## config.mk

```make
export PLATFORM = sky130hd
export DESIGN_NAME = uart_rx_flat
export DESIGN_NICKNAME = d
export VERILOG_FILES = /design/src/rtl/uart_rx_if.sv /design/src/rtl/uart_rx.sv /design/src/flat_wrapper.sv
export SDC_FILE = /design/constraint.sdc
export NUM_CORES = 1
export LEC_CHECK = 0
export ABC_CLOCK_PERIOD_IN_PS = 5450
export CAP_MARGIN = 0
export CORE_ASPECT_RATIO = 0.8
export CORE_MARGIN = 8
export CORE_UTILIZATION = 54
export CTS_BUF_LIST = sky130_fd_sc_hd__clkbuf_16
export DETAILED_ROUTE_END_ITERATION = 8
export PLACE_DENSITY = 0.82
export SLEW_MARGIN = 20
export SYNTH_ARGS = -nofsm -noshare
export SYNTH_HDL_FRONTEND = slang
export SYNTH_SLANG_ARGS = --single-unit
export TNS_END_PERCENT = 1
```

## constraint.sdc

```tcl
create_clock -name clk -period 5.45 [get_ports clk]
set_input_delay 0.8175 -clock clk [delete_from_list [all_inputs] [get_ports clk]]
set_output_delay 0.8175 -clock clk [all_outputs]
set_load 0.005 [all_outputs]
```

## src/rtl/uart_rx_if.sv

```systemverilog
// Serial receive bundle: the rx line in, the recovered byte and its status strobes out.
// The receiver takes the master modport; the register/FIFO consumer takes the slave one.
interface uart_rx_if;
    logic       rx_i;
    logic [7:0] data_o;
    logic       valid_o;
    logic       frame_err_o;
    logic       busy_o;

    modport master (
        input  rx_i,
        output data_o,
        output valid_o,
        output frame_err_o,
        output busy_o
    );

    modport slave (
        output rx_i,
        input  data_o,
        input  valid_o,
        input  frame_err_o,
        input  busy_o
    );
endinterface

```

## src/rtl/uart_rx.sv

```systemverilog
// 8N1 UART receiver, LSB first: 2-flop synchronizer, falling-edge start detection,
// and mid-bit sampling timed by a per-bit clock counter.
module uart_rx #(
    parameter int CLK_FREQ  = 100_000_000,
    parameter int BAUD_RATE = 115_200
) (
    input  logic     clk,
    input  logic     rst,
    uart_rx_if.master bus
);
    localparam int CPB  = CLK_FREQ / BAUD_RATE;
    localparam int HALF = CPB / 2;
    localparam int CW   = $clog2(CPB);

    localparam logic [CW-1:0] HALF_M1 = CW'(HALF - 1);
    localparam logic [CW-1:0] CPB_M1  = CW'(CPB - 1);

    generate
        if (CPB < 8) begin : g_cpb_check
            $error("uart_rx: CLK_FREQ/BAUD_RATE must be at least 8");
        end
    endgenerate

    typedef enum logic [1:0] {
        IDLE,
        START,
        DATA,
        STOP
    } state_e;

    logic          rx_s1_q, rx_s2_q, rx_prev_q;
    state_e        state_q, state_d;
    logic [CW-1:0] cnt_q, cnt_d;
    logic [2:0]    idx_q, idx_d;
    logic [7:0]    shreg_q, shreg_d;
    logic [7:0]    data_q, data_d;
    logic          valid_q, valid_d;
    logic          frame_err_q, frame_err_d;

    logic rx_s;
    logic start_edge;

    assign rx_s       = rx_s2_q;
    // Edge registers reset low, so the line must be seen high before a fall can start a frame.
    assign start_edge = !rx_s && rx_prev_q;

    always_comb begin
        // NOTE: every signal gets a default before the case so no path leaves it unassigned (no latches).
        state_d     = state_q;
        cnt_d       = cnt_q + CW'(1);
        idx_d       = idx_q;
        shreg_d     = shreg_q;
        data_d      = data_q;
        valid_d     = 1'b0;
        frame_err_d = 1'b0;

        case (state_q)
            IDLE: begin
                cnt_d = '0;
                if (start_edge) begin
                    state_d = START;
                end
            end
            START: begin
                if (cnt_q == HALF_M1) begin
                    cnt_d = '0;
                    if (rx_s) begin
                        state_d = IDLE;
                    end else begin
                        state_d = DATA;
                        idx_d   = 3'd0;
                    end
                end
            end
            DATA: begin
                if (cnt_q == CPB_M1) begin
                    cnt_d          = '0;
                    shreg_d[idx_q] = rx_s;
                    if (idx_q == 3'd7) begin
                        state_d = STOP;
                    end else begin
                        idx_d = idx_q + 3'd1;
                    end
                end
            end
            STOP: begin
                if (cnt_q == CPB_M1) begin
                    cnt_d   = '0;
                    state_d = IDLE;
                    if (rx_s) begin
                        data_d  = shreg_q;
                        valid_d = 1'b1;
                    end else begin
                        frame_err_d = 1'b1;
                    end
                end
            end
            default: begin
                state_d = IDLE;
            end
        endcase
    end

    always_ff @(posedge clk) begin
        // NOTE: sequential state uses non-blocking assignments so every flop samples pre-edge values.
        if (rst) begin
            rx_s1_q     <= 1'b0;
            rx_s2_q     <= 1'b0;
            rx_prev_q   <= 1'b0;
            state_q     <= IDLE;
            cnt_q       <= '0;
            idx_q       <= 3'd0;
            shreg_q     <= 8'h00;
            data_q      <= 8'h00;
            valid_q     <= 1'b0;
            frame_err_q <= 1'b0;
        end else begin
            rx_s1_q     <= bus.rx_i;
            rx_s2_q     <= rx_s1_q;
            rx_prev_q   <= rx_s2_q;
            state_q     <= state_d;
            cnt_q       <= cnt_d;
            idx_q       <= idx_d;
            shreg_q     <= shreg_d;
            data_q      <= data_d;
            valid_q     <= valid_d;
            frame_err_q <= frame_err_d;
        end
    end

    assign bus.data_o      = data_q;
    assign bus.valid_o     = valid_q;
    assign bus.frame_err_o = frame_err_q;
    assign bus.busy_o      = (state_q != IDLE);
endmodule
```

## src/flat_wrapper.sv

```systemverilog
// flat-port wrapper written by rule: the top's interface ports become plain ports
module uart_rx_flat 
#(
    parameter int CLK_FREQ  = 100_000_000,
    parameter int BAUD_RATE = 115_200
)
  (clk, rst, bus_rx_i, bus_data_o, bus_valid_o, bus_frame_err_o, bus_busy_o);
  uart_rx_if bus_i ();
  input  logic clk;
  input  logic rst;
  input wire logic [$bits(bus_i.rx_i)-1:0] bus_rx_i;
  output wire logic [$bits(bus_i.data_o)-1:0] bus_data_o;
  output wire logic [$bits(bus_i.valid_o)-1:0] bus_valid_o;
  output wire logic [$bits(bus_i.frame_err_o)-1:0] bus_frame_err_o;
  output wire logic [$bits(bus_i.busy_o)-1:0] bus_busy_o;
  assign bus_i.rx_i = bus_rx_i;
  assign bus_data_o = bus_i.data_o;
  assign bus_valid_o = bus_i.valid_o;
  assign bus_frame_err_o = bus_i.frame_err_o;
  assign bus_busy_o = bus_i.busy_o;
  uart_rx #(.CLK_FREQ(CLK_FREQ), .BAUD_RATE(BAUD_RATE)) u_core (.clk(clk), .rst(rst), .bus(bus_i));
endmodule
```

# After elaboration in Yosys (flattened, before gate mapping)
# Cells that the tools add are included.
dict set report totals {
  regBits 36
  latch_bits 0
  ramBits 0
  romBits 0
  memories 0
}
dict set report op_classes {
  n_addsub 2
  n_mul 0
  n_div 0
  magnitude_cmp 2
  eq_ne 13
  n_shift 0
  n_mux 20
  bitwise_logic 2
  n_reduce_logical 12
}
# cell count
set op_table {}
lappend op_table {{$pmux W10 S3} 1}
lappend op_table {{$mux W10} 2}
lappend op_table {{$mux W2} 6}
lappend op_table {{$mux W3} 4}
lappend op_table {{$add A10 B1 Y10 const B} 1}
lappend op_table {{$eq A10 B10 Y1 const B} 1}
lappend op_table {{$eq A10 B9 Y1 const B} 1}
lappend op_table {{$ne A2 B1 Y1 const B} 5}
lappend op_table {{$reduce_and A5 Y1} 2}
lappend op_table {{$bwmux W8} 1}
lappend op_table {{$pmux W2 S4} 1}
lappend op_table {{$pmux W3 S2} 1}
lappend op_table {{$eq A2 B2 Y1 const B} 2}
lappend op_table {{$lt A3 B4 Y1 const B} 1}
lappend op_table {{$ne A2 B2 Y1 const B} 2}
lappend op_table {{$reduce_bool A2 Y1} 2}
lappend op_table {{$add A3 B1 Y3 const B} 1}
lappend op_table {{$demux W1 S3} 1}
lappend op_table {{$eq A3 B3 Y1 const B} 1}
lappend op_table {{$ge A3 B1 Y1 const B} 1}
lappend op_table {{$mux W1} 3}
lappend op_table {{$reduce_and A3 Y1} 1}
lappend op_table {{$reduce_or A3 Y1} 1}
lappend op_table {{$eq A2 B1 Y1 const B} 1}
lappend op_table {{6 further kinds} 8}

# Logic depth before layout (Yosys ltp)
dict set report depth {
  word_depth 5
  ltp_mapped 7
  mapped_depth_nobuf 6
}

# Worst setup path after synthesis
# OpenSTA, ideal clock, no wires.
dict set report synth_path {
  path_kind {register to register}
  from {reg u_core.cnt_q[2]}
  to {reg u_core.data_q[0], in the netlist u_core.bus.data_o[0]}
  t_arrival_ps 1679
  required_time_ps 5322
  path_slack_ps 3643
  path_stages_with_launch 6
  path_buffers 1
  path_cell_list {dfxtp_1 -> or3b_1 -> buf_6 -> nor4_4 -> mux2i_1 -> nor2_1}
}
dict set report synth_between {
  elab_chain_len 2
}
# element line_no
set synth_lines {}
lappend synth_lines {{from (decl)} uart_rx.sv:33} ;# logic [CW-1:0] cnt_q, cnt_d;
lappend synth_lines {{from (signal assigned)} uart_rx.sv:122} ;# cnt_q <= cnt_d;
lappend synth_lines {{$eq A10 B10 Y1} uart_rx.sv:87} ;# if (cnt_q == CPB_M1) begin
lappend synth_lines {{$reduce_and A3 Y1 (no line)} --}
lappend synth_lines {{to (signal assigned)} uart_rx.sv:125} ;# data_q <= data_d;
lappend synth_lines {{to (decl)} uart_rx.sv:36} ;# logic [7:0] data_q, data_d;
# No other way between the ends.
# A chain may end at the register's enable or synchronous reset.

# Worst setup path after layout
dict set report layout_path {
  from {reg u_core.state_q[0]}
  to {out bus_busy_o}
}
dict set report layout_between {
  elab_chain_len 1
}
# element line_no
set layout_lines {}
lappend layout_lines {{from (decl)} uart_rx.sv:32} ;# state_e state_q, state_d;
lappend layout_lines {{from (signal assigned)} uart_rx.sv:121} ;# state_q <= state_d;
lappend layout_lines {{$reduce_bool A2 Y1} uart_rx.sv:134} ;# assign bus.busy_o = (state_q != IDLE);
lappend layout_lines {{to (decl)} flat_wrapper.sv:15} ;# output wire logic [$bits(bus_i.busy_o)-1:0] bus_busy_o;
# No other way between the ends.

==> results.md <==
* Avg Cell Area, Syn at about 10 µm²
* RSZ-0062 raised after global routing: no
* CTS H-tree lvls at 2
* FF-to-FF setup slack at 3.27 ns
* Root buffer selected by CTS: clkbuf_16
* Area leader, netlist: dfxtp_1
* Xor/xnor share of the synthesized area at roughly 4.2%
* Setup CP Type: reg -> out
* Clk_lat worst skew at roughly 0.28 ns
* Mux cell area share after synthesis at 11.9%
* Syn_nets at 177
* Layout cells sized above 1 at 5.52%
* Routability Congestion at 0.878
* All-Layer GR Usage at 13.0%
* # fillers at 257
* Site Rows at 18
* Synth Area in Adders at 5.97%
* Initial antenna violation count at 0
* Synth area leaders: dfxtp_1 (43%), mux2i_1 (12%), ha_1 (6.0%)
* Max Slew Vio Count at 0
* # clock sinks at 36
* Crit-path slowest cell: clkdlybuf4s50_1
* Max_cap viols at 0
* Die H at between 60 and 70 µm
* R2R Path End: u_core.cnt_q[6]
* # Post-CTS Setup Buffers at 0
* Hold-fix buffers, CTS at 0
* GRT overflow at 0
* Yosys top cell area share at 43.0%
* Hold Crit Start: u_core.rx_s1_q
* Wirelength per Cell at 14.3 µm
* Worst-path clk slew at 0.05 ns
* Post-Syn Instances at 166
* Post_cts resized at 0
* Global-route wire length before repair at 5330 µm
* Final #Nets at 191
* Initial drt markers at between 90 and 100
* Slew @ Worst Pin at 0.865 ns
* Hold Violations, Final at 0
* Flops & latches, synth at 36
* Setup violations, final at 0
* Number of port buffers at 13
* Hold path cells at 1
* Layout Skew at 0.00274 ns
* Worst-path maximum fanout at 5
* Internal power at 0.496 mW
* Max_slew headroom at 42.2%
* Die Span X at 78.3 µm
* CP peak stage delay at roughly 0.5 ns
* Yosys warnings at 0
* Sw Ratio at between 10% and 20%
* R2R depth at 5
* Area Growth Syn to Fin at 18.7%
* TritonRoute pass-1 iters at 4
* Setup_tns at 0 ns
* Core area at between 0.003 and 0.004 mm²
* Register area share after synthesis at 43.0%
* Vias in the first global route at 1207
* Max IR drop VDD at 0.000207 V
* HP Class: reg -> reg
* Cell mode on critical path: inv_1
* Power Dens Cells at 312 mW/mm²
* Worst Hold End: u_core.rx_s
* Flop pwr share at 43.5%
* HPWL after DPL at 2210 µm
* Initial core utilization at 55.5%
* Clock power frac at 50.7%
* CTS tree: built
* P_sw at 0.123 mW
* Minimum clock period at 2.42 ns
* ANT cells at 0
* Via-to-Cell Ratio at between 5 and 6
* Die footprint at 0.00515 mm²
* CP cell instances: inv_1 -> ha_1 -> inv_1 -> clkdlybuf4s50_1
* Status: complete, no violations
* Simple-Gate Fraction of Synth Area at 26.8%
* Post-synthesis compound-gate area fraction at 4.63%
* Final ANT Viol Nets at 0
* Reg2reg start: u_core.cnt_q[0]
* Comb power frac at 5.9%
* Final Cycle Share at 44.4%
* CP Capture Type: output port
* WP data arrival at around 1.6 ns
* Residual DRC at 0
* Layout Utilization at 65.9%
* CTS buffer count at 5
* Worst path buffer plus inverter count at 3
* Unique masters post-synth at 32
* P_leak at 0.766 nW
* WL final at 3150 µm
* Largest family of logic cells by synthesized area: simple AND/OR/NAND/NOR gates
* I/O Pins at 14
* Via Count at 1210
* Longest Clk Path Bufs at 2
* Fmax at roughly 410 MHz
* Largest net degree at the start of global routing at 31
* PnR Total Power at 0.619 mW
* CP top delay family: buffers and inverters
* Worst EP required at 4.63 ns
* Worst setup SP type: flop
* Post-synth design cell area at 0.00168 mm²
[cell families (layout without fill, tap and decap cells)]
group	Yosys count	after routing
flops	36	36
mux	20	20
simple gates	74	74
compound gates	7	7
buf+inv	13	28
fa+ha+maj	8	8
xor+xnor	8	8
[power groups by stage]
stage / Combinational (mW) / Clock [mW] / Sequential, mW
6_report: 0.0365 / 0.314 / 0.269
5_1_grt: 0.0403 / 0.329 / 0.269
4_1_cts: 0.0369 / 0.318 / 0.269
3_5_place_dp: 0.0364 / 0 / 0.275
3_3_place_gp: 0.0343 / 0 / 0.274
2_1_floorplan: 0.0263 / 0 / 0.274
[per-stage QoR]
step	setup slack [ns]	hold WS, ns	cells	cell area [µm²]
floorplan	3.64	0.414	166	1680
global placement	2.99	0.428	213	1820
detailed placement	2.89	0.459	213	1820
CTS	3.02	0.464	221	1990
global route	2.95	0.473	221	1990
finish	3.03	0.459	221	1990
[final cells by class]
cell class,instances,area (µm²),area share (%)
repair buffers,13,130,6.54
inverters,7,26.3,1.32
well taps,40,50.0,2.52
multi-input cells,117,897,45.1
clock buffers,5,125,6.29
flip-flops and latches,36,721,36.2
clock inverters,3,38.8,1.95
[metal layers]
layer | up-vias | share of wire (%) | global-route usage [%]
met5 | - | 0 | 0
met4 | 0 | 2.3 | 7.60
met1 | 578 | 48 | 15.1
li1 | 611 | - | -
met2 | 14 | 45 | 20.5
met3 | 7 | 4.3 | 4.62
[cell usage in the layout (no fill, tap or decap), drive strengths merged]
master          n
a211o           1
a2bb2oi         1
a311oi          1
a31oi           1
and3            3
and4bb          2
bufinv          1
clkbuf          5
clkdlybuf4s50  13
clkinv          1
dfxtp          36
ha              8
inv             8
mux2i          20
nand2           5
nand2b         14
nand3           5
nand3b          3
nand4           5
nand4b          4
nand4bb         1
nor2           22
nor2b           2
nor3            3
nor4            3
o32ai           1
o41ai           2
or3             1
or3b            1
xnor2           5
xor2            3
[worst register-to-register path, delay by kind of cell (launching register included)]
family                     cells  cell delay, ns
DFF                            1            0.39
and+or+nand+nor                2            0.42
adders and majority gates      1            0.27
AOI/OAI and AO/OA              2            0.99
[sequential cells by signal, indices dropped and copies added (netlist names), named ones only]
name	count
u_core.bus.frame_err_o	1
u_core.rx_s1_q	1
u_core.shreg_q	8
u_core.idx_q	3
u_core.bus.valid_o	1
u_core.state_q	1
u_core.rx_s	1
u_core.rx_prev_q	1
u_core.bus.data_o	8
u_core.cnt_q	10
[cell usage after synthesis]
cell type	instances
nand4b_1	4
dfxtp_1	36
nand2b_1	14
nor3_1	3
nor2_1	22
xor2_1	3
nand3_1	5
and3_1	3
nor4_1	1
nand4_1	5
and4bb_1	2
buf_2	1
clkbuf_1	4
nand2_1	5
o41ai_4	1
ha_1	8
or3_1	1
nor2b_1	2
xnor2_1	5
a2bb2oi_1	1
o32ai_1	1
nor4_4	2
a211o_1	1
nand4bb_1	1
inv_1	7
nand3b_1	3
a311oi_1	1
mux2i_1	20
buf_6	1
or3b_1	1
o41ai_1	1
a31oi_1	1
[worst max path at each step]
stage	from	end	slack, ns	cells past startpoint
after floorplan	u_core.cnt_q[2]	u_core.bus.data_o[0]	3.64	5
final	u_core.state_q[0]	bus_busy_o	3.03	4
after global placement	rst	u_core.shreg_q[1]	2.99	3
after global routing	u_core.state_q[0]	bus_busy_o	2.95	4
after detailed placement	rst	u_core.shreg_q[5]	2.89	3
after CTS	u_core.state_q[0]	bus_busy_o	3.02	4
No activity file was read; power rests on OpenSTA's default activity.
==> RTL change 1 (same flow settings) <==
Take the reset off `data_q` and load it in a clocked block of its own.
--- a/src/rtl/uart_rx.sv
+++ b/src/rtl/uart_rx.sv
@@ -111,7 +111,6 @@
             cnt_q       <= '0;
             idx_q       <= 3'd0;
             shreg_q     <= 8'h00;
-            data_q      <= 8'h00;
             valid_q     <= 1'b0;
             frame_err_q <= 1'b0;
         end else begin
@@ -122,10 +121,13 @@
             cnt_q       <= cnt_d;
             idx_q       <= idx_d;
             shreg_q     <= shreg_d;
-            data_q      <= data_d;
             valid_q     <= valid_d;
             frame_err_q <= frame_err_d;
         end
+    end
+
+    always_ff @(posedge clk) begin
+        data_q <= data_d;
     end
 
     assign bus.data_o      = data_q;
Function: no difference found for any inputs over 10 cycles, from zero or initial values and one cycle with rst high; that may be too few to reach the edited logic, so the function may still have changed.
==> RTL change 1 against the original RTL <==
  * Via count grew 14%
  * Critical path depth is the same
  * Final area grew 4.2%
  * Register-to-register slack gained 0.02 ns
  * Sequential cell count is the same
  * Area after synthesis grew 4.9%
  * Worst hold slack lost 0.017 ns
  * Worst setup slack lost 0.012 ns
  * Wire length grew 16%
  * Total power grew 2.9%
  * Sequential power grew 3%
  * Sequential share of layout area grew 2.4 points
  * Fmax shrank 0.48%
  * Largest power group unchanged
  * Highest routed layer unchanged
==> RTL change 1: results (changes against the original RTL) <==
synth_edf_count: 8  # +8
synth_compound_area_frac: 0.150  # +0.103
place_area_mm2: 0.00190  # +4.3%
hpwl_mm: 2.60  # +18%
hold_depth: 0  # -1
synthTopCellsByArea: "dfxtp_1 32%, edfxtp_1 14%, ha_1 5.7%"
fin_ws_ns: 3.02  # -0.0116 ns
drt_iter0_drc: 207  # +130%
numCtsBuffers: 5  # unchanged
dr_total_vias: 1375  # +14%
synth_xor_area_frac: 0.0399  # -0.00194
drt_wl_total_mm: 3.64  # +16%
worst-r2r-setup-slack_ns: 3.29  # +0.02 ns
ys_types: 44  # +38%
grt_max_degree: 20  # -35%
synth_nets: 187  # +5.6%
synth.area.mux_share: 0.0228  # -0.0967
synth_common_cells: "28 x dfxtp_1, 18 x nor2_1, 10 x inv_1, 10 x nand3_1, 10 x nand4_1"
place_ws_ns: 3.25  # +0.359 ns
clkTransAtPathRegs_ns: 0.05  # about the same
drive_gt1_frac: 0.0842  # +0.0290
finalNetCount: 200  # +4.7%
outcome: "finished, final reports clean"
gp_congestion: 0.886  # +0.85%
clock_skew_ns: 0.00300  # +0.000253 ns
grt_pass1_vias: 1321  # +9.4%
worst_r2r_path_depth: 4  # -1
groute.usage.overall: 0.148  # +0.0176
yosys.area_share.adder: 0.0570  # -0.00277
irDropWorstVdd_mv: 0.263  # +27%
p_leak_nw: 0.707  # -7.7%
grt_pass1_wl_mm: 6.11  # +15%
worstHoldStart: "u_core.shreg_q[5]"
seq_area_frac_synth: 0.456  # +0.0257
worst_slew_pin_slew_ns: 0.626  # -0.239 ns
holdPathEnd: "u_core.bus.data_o[5]"
p_sw_frac: 0.209  # +0.0102
r2r_end: "u_core.bus.data_o[2]"
[RTL change 1: changes by cell type after synthesis, moves of 4 or more]
cell	delta
nand4b_1	-4
dfxtp_1	-8
nor3_1	+4
o21ai_0	+4
nand4_1	+5
nor2_1	-4
a21oi_1	+7
edfxtp_1	+8
mux2i_1	-16
nand2b_1	-9
nand3_1	+5
[RTL change 1: power by group through the flow]
stage	clock, mW	sequential, mW	combinational, mW
floorplan	0	0.281	0.0262
finish	0.324	0.277	0.0361
CTS	0.325	0.277	0.0355
detailed placement	0	0.283	0.0353
global placement	0	0.282	0.0337
global route	0.337	0.277	0.0400
[RTL change 1: logic make-up after synthesis]
logic type,Yosys count
compound gates,31
xor+xnor,8
fa+ha+maj,8
buf+inv,17
flops,36
mux,4
simple gates,72
[RTL change 1: cell type report]
cell class	count	area, um^2
multi-input cells	123	885
repair buffers	13	130
well taps	40	50.0
clock inverters	3	42.5
inverters	10	37.5
fillers	222	1040
clock buffers	5	125
flip-flops and latches	36	801
[RTL change 1: stage by stage]
stage / power [mW] / hold slack (ns) / std cells
6_report: 0.637 / 0.442 / 230
5_1_grt: 0.654 / 0.452 / 230
4_1_cts: 0.638 / 0.438 / 230
3_5_place_dp: 0.318 / 0.425 / 222
3_3_place_gp: 0.316 / 0.425 / 222
2_1_floorplan: 0.308 / 0.408 / 176
[RTL change 1: routing by layer]
| metal | up-vias | GRT usage | share of wire |
|---|---|---|---|
| li1 | 678 | - | - |
| met1 | 651 | 0.188 | 0.47 |
| met2 | 39 | 0.219 | 0.44 |
| met3 | 7 | 0.0524 | 0.070 |
| met4 | 0 | 0.0679 | 0.018 |
| met5 | - | 0 | 0 |
[RTL change 1: how the worst max path moves through the flow]
stage               cells past startpoint              endpoint
floorplan                               4  u_core.bus.data_o[0]
global placement                        3     u_core.shreg_q[7]
detailed placement                      3     u_core.shreg_q[7]
CTS                                     4            bus_busy_o
global route                            4            bus_busy_o
finish                                  4            bus_busy_o
==> RTL change 2 (config.mk and constraints unchanged) <==
Without the edit above. `BAUD_RATE` is set to 115_200 in 2 places; all go to 28_800.
--- a/src/rtl/uart_rx.sv
+++ b/src/rtl/uart_rx.sv
@@ -2,7 +2,7 @@
 // and mid-bit sampling timed by a per-bit clock counter.
 module uart_rx #(
     parameter int CLK_FREQ  = 100_000_000,
-    parameter int BAUD_RATE = 115_200
+    parameter int BAUD_RATE = 28_800
 ) (
     input  logic     clk,
     input  logic     rst,
--- a/src/flat_wrapper.sv
+++ b/src/flat_wrapper.sv
@@ -2,7 +2,7 @@
 module uart_rx_flat 
 #(
     parameter int CLK_FREQ  = 100_000_000,
-    parameter int BAUD_RATE = 115_200
+    parameter int BAUD_RATE = 28_800
 )
   (clk, rst, bus_rx_i, bus_data_o, bus_valid_o, bus_frame_err_o, bus_busy_o);
   uart_rx_if bus_i ();
Function: no difference found for any inputs over 10 cycles, from zero or initial values and one cycle with rst high; that may be too few to reach the edited logic, so the function may still have changed.
==> RTL change 2 against the original RTL <==
  * Critical endpoint unchanged
  * Wire length is 1.5% higher
  * Combinational power is 18% lower
  * Total power is 1.4% higher
  * Area after synthesis is 0.30% higher
  * Worst setup slack better by 0.019 ns
  * Final area hardly changed
  * Largest power group unchanged
  * Synthesized cell count is 9.0% higher
  * Sequential cell count is 2 higher
==> RTL change 2: results (changes against the original RTL) <==
outcome: "finished, final reports clean"
place_area_mm2: 0.00183  # +0.21%
multi_input_area_um2: 857  # -4.5%
largest_reg_flops: 12  # +2
fill_cells: 248  # -3.5%
yosys.area_share.adder: 0.0521  # -0.00762
min_period_over_period: 0.440  # -0.00347
drt_wl_total_mm: 3.20  # +1.5%
groute.usage.overall: 0.130  # about the same
synth.area.mux_share: 0.108  # -0.0115
hpwl_mm: 2.09  # -5.4%
place_ws_ns: 2.87  # -0.0186 ns
p_leak_nw: 0.705  # -7.9%
finalNetCount: 203  # +6.3%
crit_fanout: 6  # +1
ys_types: 34  # +6.3%
worst_slew_pin_slew_ns: 0.953  # +0.0884 ns
synth_compound_area_frac: 0.0447  # -0.00163
grt_pass1_wl_mm: 5.40  # +1.3%
worst-endpoint-arrival_ns: 1.58  # -0.02 ns
worst-r2r-setup-slack_ns: 3.18  # -0.09 ns
hold_slack_ns: 0.444  # -0.0157 ns
drt_iter0_drc: 76  # -17%
synth_nets: 191  # +7.9%
clock_skew_ns: 0.00543  # +0.00268 ns
postSynthCellCount: 181  # +9.0%
irDropWorstVdd_mv: 0.231  # +12%
wl_per_cell_um: 13.7  # -3.7%
synth_xor_area_frac: 0.0521  # +0.0103
synthTopCellsByArea: "dfxtp_1 45%, mux2i_1 10%, nor2_1 7.4%"
gp_congestion: 0.811  # -7.7%
drive_gt1_frac: 0.0466  # -0.00862
-- RTL change 2: layer usage --
metal | routed length (um) | GRT usage
met1 | 1560 | 0.145
met5 | 0 | 0
met4 | 13 | 0.0737
met2 | 1490 | 0.215
met3 | 141 | 0.0448
-- RTL change 2: power breakdown --
part | switching [mW] | internal, mW
Combinational | 0.0167 | 0.0133
Clock | 0.102 | 0.211
Sequential | 0.00392 | 0.281
-- RTL change 2: layout make-up --
class                           instances  share of cell area
Inverter                                8              0.0151
Tap cell                               40              0.0252
Timing Repair Buffer                   13              0.0655
Clock buffer                            5              0.0630
Clock inverter                          2              0.0170
Sequential cell                        38               0.383
Multi-Input combinational cell        127               0.431
-- RTL change 2: critical path: cells and delay by family, from the launching register on --
family                   cells  cell delay [ns]
buffers and inverters        3             0.64
flip-flops                   1             0.41
adder cells (fa/ha/maj)      1             0.25
